--- config.mk ---
export PLATFORM = sky130hd
export DESIGN_NAME = vx_ibuffer
export DESIGN_NICKNAME = d
export VERILOG_FILES = /design/src/rtl/vx_ibuffer_pkg.sv /design/src/rtl/vx_rr_arbiter.sv /design/src/rtl/vx_ibuffer.sv
export SDC_FILE = /design/constraint.sdc
export NUM_CORES = 1
export LEC_CHECK = 0
export CAP_MARGIN = 5
export CORE_MARGIN = 4
export CORE_UTILIZATION = 50
export DETAILED_ROUTE_END_ITERATION = 10
export PLACE_DENSITY_LB_ADDON = 0.3
export SYNTH_ARGS = -nofsm -noshare
export SYNTH_HDL_FRONTEND = slang
export SYNTH_HIERARCHICAL = 1
export SYNTH_SLANG_ARGS = --single-unit
--- constraint.sdc ---
create_clock -name clk -period 8.2 [get_ports clk]
set_input_delay 1.64 -clock clk [delete_from_list [all_inputs] [get_ports clk]]
set_output_delay 1.64 -clock clk [all_outputs]
set_load 0.005 [all_outputs]
--- src/rtl/vx_ibuffer_pkg.sv ---
// Shared types for the per-warp instruction buffer: decode payload layout and warp-id sizing.
// Payload fields are packed MSB->LSB in the declaration order below.
package vx_ibuffer_pkg;

    localparam int unsigned NUM_THREADS   = 4;
    localparam int unsigned NUM_WARPS_DEF = 4;
    localparam int unsigned NW_BITS       = $clog2(NUM_WARPS_DEF);

    typedef struct packed {
        logic [NUM_THREADS-1:0] tmask;
        logic [31:0]            pc;
        logic [2:0]             ex_type;
        logic [3:0]             op_type;
        logic [2:0]             op_mod;
        logic                   wb;
        logic [4:0]             rd;
        logic [4:0]             rs1;
        logic [4:0]             rs2;
        logic [4:0]             rs3;
        logic [31:0]            imm;
        logic                   use_pc;
        logic                   use_imm;
        logic [3:0]             used_regs;
    } ibuf_data_t;

    localparam int unsigned IBUF_DATAW = $bits(ibuf_data_t);

endpackage

--- src/rtl/vx_rr_arbiter.sv ---
// Round-robin arbiter: grants the first request at or after the rotating pointer.
// The pointer moves past the winner only when the grant is consumed (i_en).
module vx_rr_arbiter #(
    parameter int unsigned NUM_REQS = 4
) (
    input  logic                        clk,
    input  logic                        reset,
    input  logic [NUM_REQS-1:0]         i_req,
    input  logic                        i_en,
    output logic                        o_valid,
    output logic [NUM_REQS-1:0]         o_grant,
    output logic [$clog2(NUM_REQS)-1:0] o_grant_idx
);

    localparam int unsigned IdxW = $clog2(NUM_REQS);

    logic [IdxW-1:0] r_ptr;
    logic [IdxW-1:0] w_idx;

    // NUM_REQS is a power of two, so index addition wraps naturally.
    always_comb begin
        o_valid     = 1'b0;
        o_grant_idx = '0;
        w_idx       = '0;
        for (int i = 0; i < int'(NUM_REQS); i++) begin
            w_idx = r_ptr + IdxW'(i);
            if (!o_valid && i_req[w_idx]) begin
                o_valid     = 1'b1;
                o_grant_idx = w_idx;
            end
        end
    end

    always_comb begin
        o_grant = '0;
        if (o_valid) begin
            o_grant[o_grant_idx] = 1'b1;
        end
    end

    always_ff @(posedge clk or posedge reset) begin
        if (reset) begin
            r_ptr <= '0;
        end else if (i_en && o_valid) begin
            r_ptr <= o_grant_idx + IdxW'(1);
        end
    end

endmodule

--- src/rtl/vx_ibuffer.sv ---
// Per-warp instruction buffer between decode and issue: one small FIFO per warp feeding a
// single registered output slot, with round-robin warp selection.
module vx_ibuffer
    import vx_ibuffer_pkg::*;
#(
    parameter int unsigned NUM_WARPS = 4,
    parameter int unsigned IBUF_SIZE = 2,
    parameter int unsigned DATAW     = IBUF_DATAW
) (
    input  logic                         clk,
    input  logic                         reset,
    input  logic                         in_valid,
    input  logic [$clog2(NUM_WARPS)-1:0] in_wid,
    input  logic [DATAW-1:0]             in_data,
    output logic                         in_ready,
    output logic                         out_valid,
    output logic [$clog2(NUM_WARPS)-1:0] out_wid,
    output logic [DATAW-1:0]             out_data,
    input  logic                         out_ready,
    output logic [NUM_WARPS-1:0]         empty_mask
);

    localparam int unsigned NwW  = $clog2(NUM_WARPS);
    localparam int unsigned PtrW = $clog2(IBUF_SIZE);
    localparam int unsigned CntW = $clog2(IBUF_SIZE) + 1;

    logic [CntW-1:0]      w_count [NUM_WARPS];
    logic [DATAW-1:0]     w_head  [NUM_WARPS];
    logic [NUM_WARPS-1:0] w_push;
    logic [NUM_WARPS-1:0] w_pop;
    logic [NUM_WARPS-1:0] w_grant;
    logic [NwW-1:0]       w_grant_idx;
    logic                 w_any;
    logic                 w_in_fire;
    logic                 w_load;

    // Full check uses registered count only, so a same-cycle pop never frees a slot early.
    assign in_ready  = (w_count[in_wid] != CntW'(IBUF_SIZE));
    assign w_in_fire = in_valid && in_ready;
    assign w_load    = (!out_valid || out_ready) && w_any;

    vx_rr_arbiter #(
        .NUM_REQS (NUM_WARPS)
    ) u_arb (
        .clk         (clk),
        .reset       (reset),
        .i_req       (~empty_mask),
        .i_en        (w_load),
        .o_valid     (w_any),
        .o_grant     (w_grant),
        .o_grant_idx (w_grant_idx)
    );

    for (genvar w = 0; w < int'(NUM_WARPS); w++) begin : g_warp
        logic [DATAW-1:0] r_mem [IBUF_SIZE];
        logic [PtrW-1:0]  r_wptr;
        logic [PtrW-1:0]  r_rptr;
        logic [CntW-1:0]  r_count;
        logic [CntW-1:0]  w_count_d;

        assign w_push[w]     = w_in_fire && (in_wid == NwW'(w));
        assign w_pop[w]      = w_load && w_grant[w];
        assign w_count[w]    = r_count;
        assign w_head[w]     = r_mem[r_rptr];
        assign empty_mask[w] = (r_count == '0);

        always_comb begin
            w_count_d = r_count;
            unique case ({w_push[w], w_pop[w]})
                2'b10:   w_count_d = r_count + CntW'(1);
                2'b01:   w_count_d = r_count - CntW'(1);
                default: w_count_d = r_count;
            endcase
        end

        always_ff @(posedge clk or posedge reset) begin
            if (reset) begin
                r_wptr  <= '0;
                r_rptr  <= '0;
                r_count <= '0;
            end else begin
                if (w_push[w]) begin
                    r_wptr <= r_wptr + PtrW'(1);
                end
                if (w_pop[w]) begin
                    r_rptr <= r_rptr + PtrW'(1);
                end
                r_count <= w_count_d;
            end
        end

        // Storage needs no reset; validity is tracked by the count.
        always_ff @(posedge clk) begin
            if (w_push[w]) begin
                r_mem[r_wptr] <= in_data;
            end
        end
    end

    always_ff @(posedge clk or posedge reset) begin
        if (reset) begin
            out_valid <= 1'b0;
            out_wid   <= '0;
            out_data  <= '0;
        end else if (w_load) begin
            out_valid <= 1'b1;
            out_wid   <= w_grant_idx;
            out_data  <= w_head[w_grant_idx];
        end else if (out_ready) begin
            out_valid <= 1'b0;
        end
    end

endmodule

======== Word-level counts from Yosys, hierarchy flattened ========
Memory sizes are Yosys's and may differ from the RTL's.
Index checks and enable logic that the tools add are counted.
word-level totals
  bits in writable memories ............... 840
  output and inout port bits .............. 113
  memories ................................ 4
  ROM bits ................................ 0
  latch bits .............................. 0
  logic and storage cells ................. 132
  bits in registers ....................... 126
cells by class
  mux-type cells .......................... 39
  bitwise operators ....................... 3
  shift operators ......................... 0
  equality and inequality tests ........... 12
  div/mod/pow operators ................... 0
  add/subtract/negate cells ............... 20
  multipliers ............................. 0
  reduce and logical (&&, ||, !) cells .... 30
  order comparisons ....................... 8
memory list
  name             words  width  read ports  clocked after Yosys merged registers in  write ports  RTL line          source
  g_warp[0].r_mem  2      105    1           0                                        1            vx_ibuffer.sv:55  logic [DATAW-1:0] r_mem [IBUF_SIZE];
  g_warp[1].r_mem  2      105    1           0                                        1            vx_ibuffer.sv:55
  g_warp[2].r_mem  2      105    1           0                                        1            vx_ibuffer.sv:55
  g_warp[3].r_mem  2      105    1           0                                        1            vx_ibuffer.sv:55
operator list
  cell                 count
  $bmux 105 s2         1
  $mux 105             2
  $mux 1               19
  $pmux 2 s2           4
  $logic_and 1x1->1    15
  $lt 2x3->1 const B   5
  $add 2x1->2 const B  6
  $eq 2x2->1 const B   6
  $mux 2               6
  $eq 2x1->1 const B   5
  $logic_not 2->1      5
  $reduce_bool 2->1    5
  $add 1x1->1 const B  8
  $bmux 1 s2           4
  $sub 2x1->2 const B  4
  $ge 3x3->1 const B   2
  $not 2->3            2
  $add 2x2->2 const B  2
  $bmux 2 s2           1
  $logic_not 1->1      4
  $mux 4               1
  $not 4->4            1
  $demux 1 s2          1
  $ge 2x1->1 const B   1
  other kinds (2)      2

======== Logic depth before layout (Yosys ltp) ========
  depth in word-level cells ............... 22
  mapped depth ............................ 11
  depth with buffers taken out ............ 11

======== Hierarchy ========
The synthesis kept the hierarchy.
by module, submodules not included
  module         times used  cells each  area an instance (µm²)
  vx_ibuffer     1           2007        37013.0
  vx_rr_arbiter  1           32          277.8

======== Least setup slack after synthesis ========
Ideal clock, no wire load.
  kind .................................... input-to-reg
  start ................................... input in_wid[0]
  end ..................................... memory g_warp[0].r_mem[0][0] in the netlist's numbering, enable pin
  stages on the path ...................... 3
  setup time .............................. 0.570 ns
  setup slack ............................. 1.266 ns
  data arrival time ....................... 6.364 ns
  cell sequence ........................... nor3b_1 -> nand2_1 -> nor2_1
between the ends
  longest elaborated chain between the ends .. 9
ends and longest elaborated chain
  what                                        RTL line          source
  from (decl)                                 vx_ibuffer.sv:13  input logic [$clog2(NUM_WARPS)-1:0] in_wid,
  $not 2->3 (not written as such)             vx_ibuffer.sv:38  assign in_ready = (w_count[in_wid] != CntW'(IBUF_SIZE));
  $bmux 2 s2                                  vx_ibuffer.sv:38
  $mux 2 (not written as such) (2 in series)  vx_ibuffer.sv:38
  $ne 2x2->1                                  vx_ibuffer.sv:38
  $logic_and 1x1->1                           vx_ibuffer.sv:39  assign w_in_fire = in_valid && in_ready;
  $logic_and 1x1->1 *                         vx_ibuffer.sv:61  assign w_push[w] = w_in_fire && (in_wid == NwW'(w));
  $mux 1 *                                    vx_ibuffer.sv:94  if (w_push[w]) begin
  $mux 1 (not written as such) *              vx_ibuffer.sv:95  r_mem[r_wptr] <= in_data;
  to (decl)                                   vx_ibuffer.sv:55
Mark *: on every way between the ends. The rest lies on a longest branch, timed or not. The select of a mux whose other input is x is not followed.

======== Worst setup path in the final report ========
  start ................................... input in_wid[0]
  end ..................................... output in_ready
between the ends
  longest elaborated chain between the ends .. 5
ends and longest elaborated chain
  what                                        RTL line          source
  $not 2->3 (not written as such)             vx_ibuffer.sv:38
  $bmux 2 s2                                  vx_ibuffer.sv:38
  $mux 2 (not written as such) (2 in series)  vx_ibuffer.sv:38
  $ne 2x2->1                                  vx_ibuffer.sv:38
  to (decl)                                   vx_ibuffer.sv:15  output logic in_ready,
No other way between the ends. The select of a mux whose other input is x is not followed.

==> results_dict.tcl <==
set metrics [dict create \
    start_kind "input port" \
    setup_violations 0 \
    synthCells 2039 \
    skew_ns 0.0182 \
    fmax_mhz 208 \
    ir_worst_vdd_v 0.000353 \
    rr_endpoint "out_data[44]" \
    place.gp.congestion 0.781 \
    coreArea_mm2 0.0735 \
    dp_cells 3124 \
    clkTransAtPathRegs_ns 0.06 \
    cts_tree "built" \
    antenna_found_initial 11 \
    ys_warn_count 6 \
    synthFlopType "edfxtp_1" \
    htree_levels 3 \
    dieArea_mm2 0.0790 \
    final_cells 3313 \
    post_cts_resized 0 \
    ff2ff_setup_slack_ns 4.35 \
    r2r-start "g_warp[0].r_count[0]" \
    synth_cell_types 43 \
    fin_util 0.597 \
    clockRootBuffer "clkbuf_16" \
    vias 19800 \
    critical_path_class "input port to output port" \
    ys_seq_area_frac 0.761 \
    end_kind "output port" \
    drt_iter0_drc 1681 \
    drc 0 \
    routed_wl_um 87600 \
    status "finished, final reports clean" \
    cts_setup_buffers 0 \
    wl_per_cell_um 26.4 \
    dieHeight_um 281 \
    grt_pass1_vias 20900 \
    r2r_cells 9 \
    first_pass_iters 7 \
    postSynth.asyncResetShare 0.130 \
    num_rows 99 \
    tightest_slew_ns 1.25 \
    clock_latency_ns 0.65 \
    postCtsHoldBufs 0 \
    viasPerCell 5.97 \
    finalPower_w 0.0163 \
    synth_edf_count 840 \
    grt_overflow_total 0 \
    whs_endpoint "g_warp[1].r_count[1]" \
    period_share 0.586 \
    synth.top_cell.area_share 0.676 \
    postSynthAreaPerCell_um2 18.3 \
    layout_commonest_cell "edfxtp_1" \
    yosys.area.top_type "edfxtp_1" \
    cts.path.max_buffers 3 \
    cts_inserted_buffers 98 \
    nets 2384 \
    required_ns 6.56 \
    cts_num_sinks 966 \
    ant_nets 0 \
    rsz0062_at_grt "false" \
    holdPathStages 1 \
    ios 224 \
    leakagePower_nw 15.1 \
    worst-path-max-fanout 5 \
    die_w_um 281 \
    synth_nets 2158 \
    slew_viol_final 0 \
    fin_setup_tns_ns 0 \
    hold_class "register to register" \
    hold_viol_final 0 \
    place_ws_ns 3.39 \
    most-common-layout-cells "edfxtp_1 (840), clkdlybuf4s50_1 (223), mux2_2 (212)" \
    grt_max_degree 73 \
    start_util 0.508 \
    finalWorstSetupSlack_ns 3.40 \
    dp_hpwl_um 46900 \
    ys_top_cells_by_area "edfxtp_1 (68%), dfrtp_1 (8.5%), mux2_2 (6.4%)" \
    final_layout_size_suffix_gt1_frac 0.192 \
    grt_pass1_wl_um 130000 \
    grt_usage 0.220 \
    io_buffers 223 \
    hold_start "g_warp[1].r_count[1]" \
    fin_crit_ns 4.80 \
    drv_cap 0 \
    syn2layout_area_growth_pct 17.6 \
    synth.cell_area_mm2 0.0373 \
    arrival_ns 3.16 \
    power_density_mw_per_mm2 372 \
    critPathLaunch "in_wid[0]" \
    worst_slew_margin_rel 0.169 \
    ys_seq_elements 966 \
]
## report_power, final
part           leakage (nW)  switching, W  internal [W]
Clock                  1.66       0.00184       0.00285
Sequential             9.10      0.000567       0.00601
Combinational          4.36       0.00273       0.00230
Total                  15.1       0.00514        0.0112
## metal layers
layer,global-route usage,vias to the layer above,routed length [um],part of all wire
met4,0.0573,8,1750,0.020
met2,0.383,599,44700,0.51
met3,0.0406,130,5130,0.059
met1,0.286,10400,35900,0.41
met5,0,-,46,0.00053
li1,-,8653,-,-
## registers in the layout (all words and copies together), names as in the netlist
signal,count
g_warp.r_mem,840
out_wid,2
out_valid,1
out_data,105
u_arb/r_ptr,2
g_warp.r_wptr,4
g_warp.r_rptr,4
g_warp.r_count,8
## Yosys cell counts, types with 16 or more instances
cell / n
clkbuf_1: 47
o31ai_2: 29
buf_2: 50
mux2i_1: 211
o31ai_1: 76
dfrtp_1: 126
o21ai_0: 98
a22o_1: 105
buf_4: 16
o22ai_1: 107
edfxtp_1: 840
mux2_2: 212
## critical path, cell delays in order
cell	delay, ns
clkdlybuf4s50_1	0.55
mux4_2	0.51
clkdlybuf4s50_1	0.46
## worst max path at each step
stage                            end  slack (ns)  depth (start not counted)
6_report                    in_ready        3.40                          3
5_1_grt                     in_ready        3.35                          3
4_1_cts                     in_ready        3.39                          3
3_5_place_dp                in_ready        3.39                          3
3_3_place_gp                in_ready        3.37                          3
2_1_floorplan  g_warp[0].r_mem[0][0]        1.27                          3
## kinds of logic after synthesis
group / after synthesis / share of synthesized area
buffers and inverters: 140 / 0.0193
and+or+nand+nor: 51 / 0.00778
xor gates and xnor gates: 20 / 0.00470
adders and majority gates: 8 / 0.00268
DFF: 966 / 0.761
muxes: 425 / 0.122
AOI/OAI and AO/OA: 429 / 0.0830
## per-stage QoR
stage | instance area (um^2) | hold slack, ns
CTS | 43800 | 0.493
finish | 43900 | 0.491
floorplan | 37300 | 0.456
global route | 43800 | 0.506
global placement | 40400 | 0.473
detailed placement | 40400 | 0.483
## area by class of cell
cell class,instances,area [um^2]
Antenna cell,4,10.0
Timing Repair Buffer,254,2460
Clock inverter,57,787
Multi-Input combinational cell,933,8300
Fill cell,5249,29600
Sequential cell,966,28400
Clock buffer,128,2650
Tap cell,959,1200
Inverter,12,52.6
Power figures use the tool's default switching activity.
